`src/rtl/network_frame_loader_if.sv`:
```
// Sample stream into the frame loader.
// A sample transfers on a rising edge where s_valid and s_ready are both high; the source holds s_data/s_last stable while s_valid is high and s_ready is low.
interface network_frame_loader_if #(
  parameter int DATA_W = 27
);
  logic [DATA_W-1:0] s_data;
  logic              s_valid;
  logic              s_last;
  logic              s_ready;

  modport master (output s_data, s_valid, s_last, input s_ready);
  modport slave  (input s_data, s_valid, s_last, output s_ready);
endinterface

```
`src/rtl/network_frame_loader.sv`:
```
// Collects N_IN-sample frames into a fill buffer, copies each frame to a stable bank
// and launches the network; the next frame fills while the network computes.
module network_frame_loader #(
  parameter int DATA_W  = 27,
  parameter int N_IN    = 9,
  parameter int TIMEOUT = 1024,
  parameter int CNT_W   = 16
) (
  input  logic                     clk,
  input  logic                     rst,
  network_frame_loader_if.slave    stream,
  output logic [N_IN*DATA_W-1:0]   net_in,
  output logic [N_IN-1:0]          net_start,
  input  logic                     net_end,
  output logic                     busy,
  output logic                     frame_err,
  output logic                     timeout_err,
  output logic [CNT_W-1:0]         frames_done,
  output logic [1:0]               state_dbg
);

  localparam int IDX_W = (N_IN > 1) ? $clog2(N_IN) : 1;
  localparam int TMR_W = (TIMEOUT > 1) ? $clog2(TIMEOUT) : 1;
  localparam logic [IDX_W-1:0] LAST_IDX = IDX_W'(N_IN - 1);
  localparam logic [TMR_W-1:0] TMR_MAX  = TMR_W'(TIMEOUT - 1);

  typedef enum logic [1:0] {
    ST_IDLE   = 2'd0,
    ST_LAUNCH = 2'd1,
    ST_WAIT   = 2'd2
  } state_t;

  state_t            state, state_n;
  logic [IDX_W-1:0]  idx;
  logic              full;
  logic [DATA_W-1:0] fill_buf [N_IN];
  logic [TMR_W-1:0]  tmr;
  logic              xfer;
  logic              load;
  logic              done_inc;
  logic              tmo_hit;

  // Held low during reset so every output reads 0 while rst is asserted.
  assign stream.s_ready = !full && !rst;
  assign xfer           = stream.s_valid && stream.s_ready;
  assign state_dbg      = state;

  // Sample storage carries no reset; only idx/full decide what is valid.
  always_ff @(posedge clk) begin
    if (xfer) fill_buf[idx] <= stream.s_data;
  end

  always_ff @(posedge clk or posedge rst) begin
    if (rst) begin
      idx       <= '0;
      full      <= 1'b0;
      frame_err <= 1'b0;
    end else begin
      frame_err <= 1'b0;
      if (load) full <= 1'b0;
      if (xfer) begin
        if (idx == LAST_IDX && stream.s_last) begin
          full <= 1'b1;
          idx  <= '0;
        end else if (idx == LAST_IDX || stream.s_last) begin
          frame_err <= 1'b1;
          idx       <= '0;
        end else begin
          idx <= idx + IDX_W'(1);
        end
      end
    end
  end

  always_ff @(posedge clk or posedge rst) begin
    if (rst) state <= ST_IDLE;
    else     state <= state_n;
  end

  always_comb begin
    state_n   = state;
    load      = 1'b0;
    done_inc  = 1'b0;
    tmo_hit   = 1'b0;
    net_start = '0;
    busy      = 1'b0;
    case (state)
      ST_IDLE: begin
        if (full) begin
          load    = 1'b1;
          state_n = ST_LAUNCH;
        end
      end
      ST_LAUNCH: begin
        net_start = '1;
        busy      = 1'b1;
        state_n   = ST_WAIT;
      end
      ST_WAIT: begin
        busy = 1'b1;
        if (net_end) begin
          done_inc = 1'b1;
          if (full) begin
            load    = 1'b1;
            state_n = ST_LAUNCH;
          end else begin
            state_n = ST_IDLE;
          end
        end else if (tmr == TMR_MAX) begin
          tmo_hit = 1'b1;
          state_n = ST_IDLE;
        end
      end
      default: state_n = ST_IDLE;
    endcase
  end

  always_ff @(posedge clk or posedge rst) begin
    if (rst) begin
      tmr         <= '0;
      net_in      <= '0;
      frames_done <= '0;
      timeout_err <= 1'b0;
    end else begin
      if (state == ST_LAUNCH)    tmr <= '0;
      else if (state == ST_WAIT) tmr <= tmr + TMR_W'(1);
      if (load) begin
        for (int k = 0; k < N_IN; k++) net_in[k*DATA_W +: DATA_W] <= fill_buf[k];
      end
      if (done_inc) frames_done <= frames_done + CNT_W'(1);
      if (tmo_hit)  timeout_err <= 1'b1;
    end
  end

endmodule

```
`src/flat_wrapper.sv`:
```
// flat-port wrapper written by rule: the top's interface ports become plain ports
module network_frame_loader_flat 
#(
  parameter int DATA_W  = 27,
  parameter int N_IN    = 9,
  parameter int TIMEOUT = 1024,
  parameter int CNT_W   = 16
)
  (clk, rst, net_in, net_start, net_end, busy, frame_err, timeout_err, frames_done, state_dbg, stream_s_data, stream_s_valid, stream_s_last, stream_s_ready);
  network_frame_loader_if #(.DATA_W(DATA_W)) stream_i ();
  input  logic clk;
  input  logic rst;
  output logic [N_IN*DATA_W-1:0] net_in;
  output logic [N_IN-1:0] net_start;
  input  logic net_end;
  output logic busy;
  output logic frame_err;
  output logic timeout_err;
  output logic [CNT_W-1:0] frames_done;
  output logic [1:0] state_dbg;
  input wire logic [$bits(stream_i.s_data)-1:0] stream_s_data;
  input wire logic [$bits(stream_i.s_valid)-1:0] stream_s_valid;
  input wire logic [$bits(stream_i.s_last)-1:0] stream_s_last;
  output wire logic [$bits(stream_i.s_ready)-1:0] stream_s_ready;
  assign stream_i.s_data = stream_s_data;
  assign stream_i.s_valid = stream_s_valid;
  assign stream_i.s_last = stream_s_last;
  assign stream_s_ready = stream_i.s_ready;
  network_frame_loader #(.DATA_W(DATA_W), .N_IN(N_IN), .TIMEOUT(TIMEOUT), .CNT_W(CNT_W)) u_core (.clk(clk), .rst(rst), .stream(stream_i), .net_in(net_in), .net_start(net_start), .net_end(net_end), .busy(busy), .frame_err(frame_err), .timeout_err(timeout_err), .frames_done(frames_done), .state_dbg(state_dbg));
endmodule
```
`config.mk`:
```
export PLATFORM = sky130hd
export DESIGN_NAME = network_frame_loader_flat
export DESIGN_NICKNAME = d
export VERILOG_FILES = /design/src/rtl/network_frame_loader_if.sv /design/src/rtl/network_frame_loader.sv /design/src/flat_wrapper.sv
export SDC_FILE = /design/constraint.sdc
export NUM_CORES = 1
export LEC_CHECK = 0
export ABC_AREA = 1
export CORE_UTILIZATION = 50
export CTS_CLUSTER_SIZE = 28
export DETAILED_ROUTE_END_ITERATION = 8
export HOLD_SLACK_MARGIN = 0.06
export PLACE_DENSITY = 0.74
export SETUP_SLACK_MARGIN = 0.15
export SYNTH_ARGS = -nofsm -noshare
export SYNTH_HDL_FRONTEND = slang
export SYNTH_SLANG_ARGS = --single-unit
```
`constraint.sdc`:
```
create_clock -name clk -period 23.2 [get_ports clk]
set_clock_uncertainty 0.15 [all_clocks]
set_input_delay 6.96 -clock clk [delete_from_list [all_inputs] [get_ports clk]]
set_output_delay 6.96 -clock clk [all_outputs]
set_load 0.02 [all_outputs]
```
* Yosys cells after proc, flatten, opt, wreduce, memory -nomap -nowiden *
Memories as Yosys holds them, arrays and structs flattened. A register that Yosys moved wholly into a read port is not among the register bits.
Index checks and enable logic that the tools add are counted.

storage, ports and cells
  bits in registers = 35
  memory bits (writable) = 243
  word-level logic and storage cells = 54
  memories kept = 1

cells by class
  add/sub/neg operators = 3
  eq/ne operators = 6
  multiplexer cells = 27
  reductions and logical operators = 10

memories
  name             depth  width  read ports  clocked after memory_dff  write ports  RTL line                    text
  u_core.fill_buf  9      27     9           9                         1            network_frame_loader.sv:36  logic [DATA_W-1:0] fill_buf [N_IN];

operators with widths
  kind                     number
  $mux W10                 2
  $mux W1                  17
  $add A16 B1 Y16 const B  1
  $add A10 B1 Y10 const B  1
  $eq A10 B10 Y1 const B   1
  $mux W9                  1
  $mux W4                  2
  $mux W2                  3
  $pmux W2 S3              1
  $add A4 B1 Y4 const B    1
  $eq A4 B4 Y1 const B     1
  $logic_and A1 B1 Y1      3
  $ne A3 B2 Y1 const B     1
  $eq A2 B1 Y1 const B     1
  $eq A2 B2 Y1 const B     1
  $logic_not A1 Y1         2
  $logic_not A2 Y1         1
  $ne A2 B1 Y1 const B     1
  $pmux W1 S2              1
  $reduce_and A2 Y1        1
  $reduce_bool A2 Y1       1
  $reduce_or A2 Y1         1
  $logic_or A1 B1 Y1       1

* Depth between registers and ports, before layout *
  depth after elaboration = 6
  mapped depth = 11

* Least setup slack after synthesis *
Ideal clock, no wire load.

  path type = in2out
  start point = input rst
  end point = output stream_s_ready
  arrival time = 7269 ps
  stages = 1
  setup slack = 8821 ps
  cells stage by stage = nor2_1

on the way
  longest elaborated chain between the ends = 2

RTL lines
  what                 RTL line                    text
  start: declaration   flat_wrapper.sv:12          input logic rst;
  $logic_not A1 Y1     network_frame_loader.sv:44  assign stream.s_ready = !full && !rst;
  $logic_and A1 B1 Y1  network_frame_loader.sv:44
  end: declaration     flat_wrapper.sv:24          output wire logic [$bits(stream_i.s_ready)-1:0] stream_s_ready;

No other way between the ends.

* Worst setup path after layout *
Ends and elaborated chain as after synthesis.

==> metrics.log <==
INFO  metric number_of_instances_in_the_synthesized_netlist = about 1500
INFO  metric grt_pass1_vias = 11738
INFO  metric power.density = 144 mW/mm^2
INFO  metric die_outline_area = roughly 0.038 mm^2
INFO  metric regToRegEndpoint = net_in[147]
INFO  metric critPathKind = input pin to primary output
INFO  metric synth_largest_type_area_fraction = roughly two fifths
INFO  metric clock_sink_count = 521
INFO  metric post_synth.cell_area_avg = 12.1 um^2
INFO  metric period_needed = between 15000 and 20000 ps
INFO  metric cts_root_buf = clkbuf_16
INFO  metric areaGrowthSynthToFinish = 27.3%
INFO  metric cts_setup_buffers = 0
INFO  metric min_period_over_period = 66.8%
INFO  metric result_of_the_run = finished clean
INFO  metric cp_startpoint_kind = input pin
INFO  metric highest_net_fanout_along_the_worst_path = 2
INFO  metric crit-reg2reg-launch = u_core.state_dbg[0]
INFO  metric seqPwrFrac = 40.7%
INFO  metric grt_antenna_before_repair = 0
INFO  metric cts_resized = 0
INFO  metric drc = 0
INFO  metric sw_frac_of_total = about a third
INFO  metric timing.hold.worst.class = flip-flop to flip-flop
INFO  metric postRouteAntennaNets = 0
INFO  metric wl_per_cell = between 15 and 20 um
INFO  metric detail_route.first_pass.iterations = 5
INFO  metric viasPerCell = 5.06
INFO  metric route.vias.total = between 10000 and 15000
INFO  metric clockPowerShare = 23.7%
INFO  metric dieHeight = slightly below 200 um
INFO  metric max_clock_freq = 64.5 MHz
INFO  metric worst_case_headroom_to_the_max_slew_limit = between 20% and 30%
INFO  metric netSwitchingPower = around 1.2 mW
INFO  metric maxcap_violations = 0
INFO  metric rsz0062_at_grt = false
INFO  metric post_synth_num_cell_types = 27
INFO  metric top_cells_by_instance_count_after_synthesis = nand2_1 (789), dfrtp_1 (278), edfxtp_1 (243)
INFO  metric synth-seq-area-share = between 70% and 80%
INFO  metric hold_slack = between 200 and 300 ps
INFO  metric htreeDepth = 2
INFO  metric min_delay_path_depth = 2
INFO  metric synth.cell_area = 0.0185 mm^2
INFO  metric holdBufCountCts = 0
INFO  metric worstHoldStart = u_core.fill_buf[1][19]
INFO  metric critPathArrivalTime = 8400 ps
INFO  metric drtIter0Drc = 754
INFO  metric regToRegSetupSlack = 19430 ps
INFO  metric num_antenna_cells = 0
INFO  metric synth_seq_cells = 521
INFO  metric synthMostInstantiatedCell = nand2_1
INFO  metric synth.top_cells.by_area = edfxtp_1 (39%), dfrtp_1 (38%), nand2_1 (16%), buf_4 (1.5%), ha_1 (0.88%)
INFO  metric start_util = about half
INFO  metric gp_congestion = 0.833
INFO  metric setup.worst_path.end_class = primary output
INFO  metric power.leakage = 10.2 nW
INFO  metric tightest_slew = 1150 ps
INFO  metric die_x = 194 um
INFO  metric yosys_warnings = 0
INFO  metric hold_violations = 0
INFO  metric hpwl_after_detailed_placement = 26.8 mm
INFO  metric path_clk_slew = 60 ps
INFO  metric synthDominantAreaCellType = edfxtp_1
INFO  metric max-clock-path-buffers = 3
INFO  metric internal-power = between 2 and 2.5 mW
INFO  metric timing.setup.tns = 0 ps
INFO  metric core_area = 0.0365 mm^2
INFO  metric power_frac_comb = a little over a third
INFO  metric ir_drop = 0.0803 mV
INFO  metric postSynth.asyncResetShare = 53.4%
INFO  metric cp_data_required_time = 16090 ps
INFO  metric clock_insertion_delay_worst_skew = 580 ps
INFO  metric nets_in_the_synthesized_netlist = approximately 1600
INFO  metric ios = around 310
INFO  metric synth_edf_count = 243
INFO  metric post_route_cells_drive_above_1_share = about 5.7%
INFO  metric tritoncts = built
INFO  metric input_output_buffers = 305
INFO  metric rows = 70
INFO  metric grt.overflow.total = 0
INFO  metric worst_r2r_path_depth = 10
INFO  metric hold-path-endpoint = net_in[46]
INFO  metric synth_ff_type = dfrtp_1
INFO  metric nets = 1887
INFO  metric groute.usage.overall = 23.9%
INFO  metric tritoncts.num_buffers = between 50 and 60
INFO  metric maxSlewViolCount = 0
INFO  metric finalSetupViolations = 0
INFO  metric grt_first_pass_wirelength = 68.8 mm
INFO  metric total_length_of_routed_wires = 44.3 mm
INFO  metric fillCellCount = 2719
INFO  metric grt_start_max_net_pins = about 150
-- worst max path at each step --
| stage | startpoint | end | slack, ps | cells past startpoint |
|---|---|---|---|---|
| floorplan | rst | net_in[0] | 8420 | 1 |
| global placement | rst | stream_s_ready | 7670 | 3 |
| detailed placement | rst | stream_s_ready | 7700 | 3 |
| CTS | rst | stream_s_ready | 7680 | 3 |
| global route | rst | stream_s_ready | 7670 | 3 |
| finish | rst | stream_s_ready | 7690 | 3 |
-- through the flow --
step	util (%)	std cells	power [mW]	area, um^2	setup WS, ps
after CTS	64.5	2350	3.43	23600	7680
after floorplan	-	1530	1.99	18500	8420
final	64.5	2350	3.40	23600	7690
after detailed placement	60.0	2257	2.61	21900	7700
after global routing	64.5	2350	3.57	23600	7670
after global placement	60.0	2257	2.57	21900	7670
-- worst max-delay path, stage by stage --
cell and delay [ps]:
clkdlybuf4s50_1 530, nor2_1 250, clkdlybuf4s50_1 650
-- state kept, by name, indices dropped and copies added, names as in the netlist --
name,cells
net_in,243
u_core.fill_buf,243
u_core.frames_done,16
u_core.tmr,10
u_core.idx,4
u_core.state_dbg,2
u_core.frame_err,1
u_core.full,1
u_core.timeout_err,1
-- area by class of cell --
type / count / area (um^2) / area share [%]
inverters: 44 / 180 / 0.765
multi-input cells: 902 / 3710 / 15.8
flip-flops and latches: 521 / 14300 / 60.5
clock buffers: 73 / 1430 / 6.07
well taps: 468 / 586 / 2.49
repair buffers: 322 / 3180 / 13.5
clock inverters: 20 / 209 / 0.887
-- cell usage in the layout (no fill, tap or decap), types with 4 or more instances in the layout --
cell type | netlist | final
clkbuf_1 | 1 | 15
a21oi_1 | 9 | 9
clkbuf_16 | 0 | 51
nand4_1 | 4 | 4
dfrtp_1 | 278 | 278
nor2_1 | 34 | 31
o21ai_0 | 6 | 6
nor3_2 | 0 | 6
nand3_1 | 12 | 12
edfxtp_1 | 243 | 243
nand2_1 | 789 | 789
clkbuf_8 | 0 | 7
xnor2_1 | 5 | 5
buf_4 | 37 | 17
clkinv_2 | 0 | 9
clkdlybuf4s50_1 | 0 | 305
inv_1 | 42 | 41
nor3_1 | 13 | 7
xor2_1 | 7 | 7
ha_1 | 13 | 13
bufinv_16 | 0 | 4
-- cells by family after synthesis --
logic type / share of synthesized area [%]
AOI/OAI and AO/OA: 0.582
DFF: 77.1
adders and majority gates: 0.879
and+or+nand+nor: 17.7
buffers and inverters: 3.21
xor gates and xnor gates: 0.568
-- power groups by stage --
stage	sequential [mW]	clock, mW	combinational [mW]
after floorplan	1.65	0	0.341
after detailed placement	1.40	0	1.21
after global routing	1.42	0.858	1.29
after global placement	1.39	0	1.19
final	1.38	0.808	1.21
after CTS	1.38	0.824	1.22
-- per-layer routing --
metal  GRT usage [%]  share of wire (%)  wire (um)
met1            33.0                 42      18700
met2            38.4                 49      21600
met3            4.91                6.9       3040
met4            7.47                2.3        997
met5               0                  0          0
Note: power is estimated with default switching activity, not from simulation.
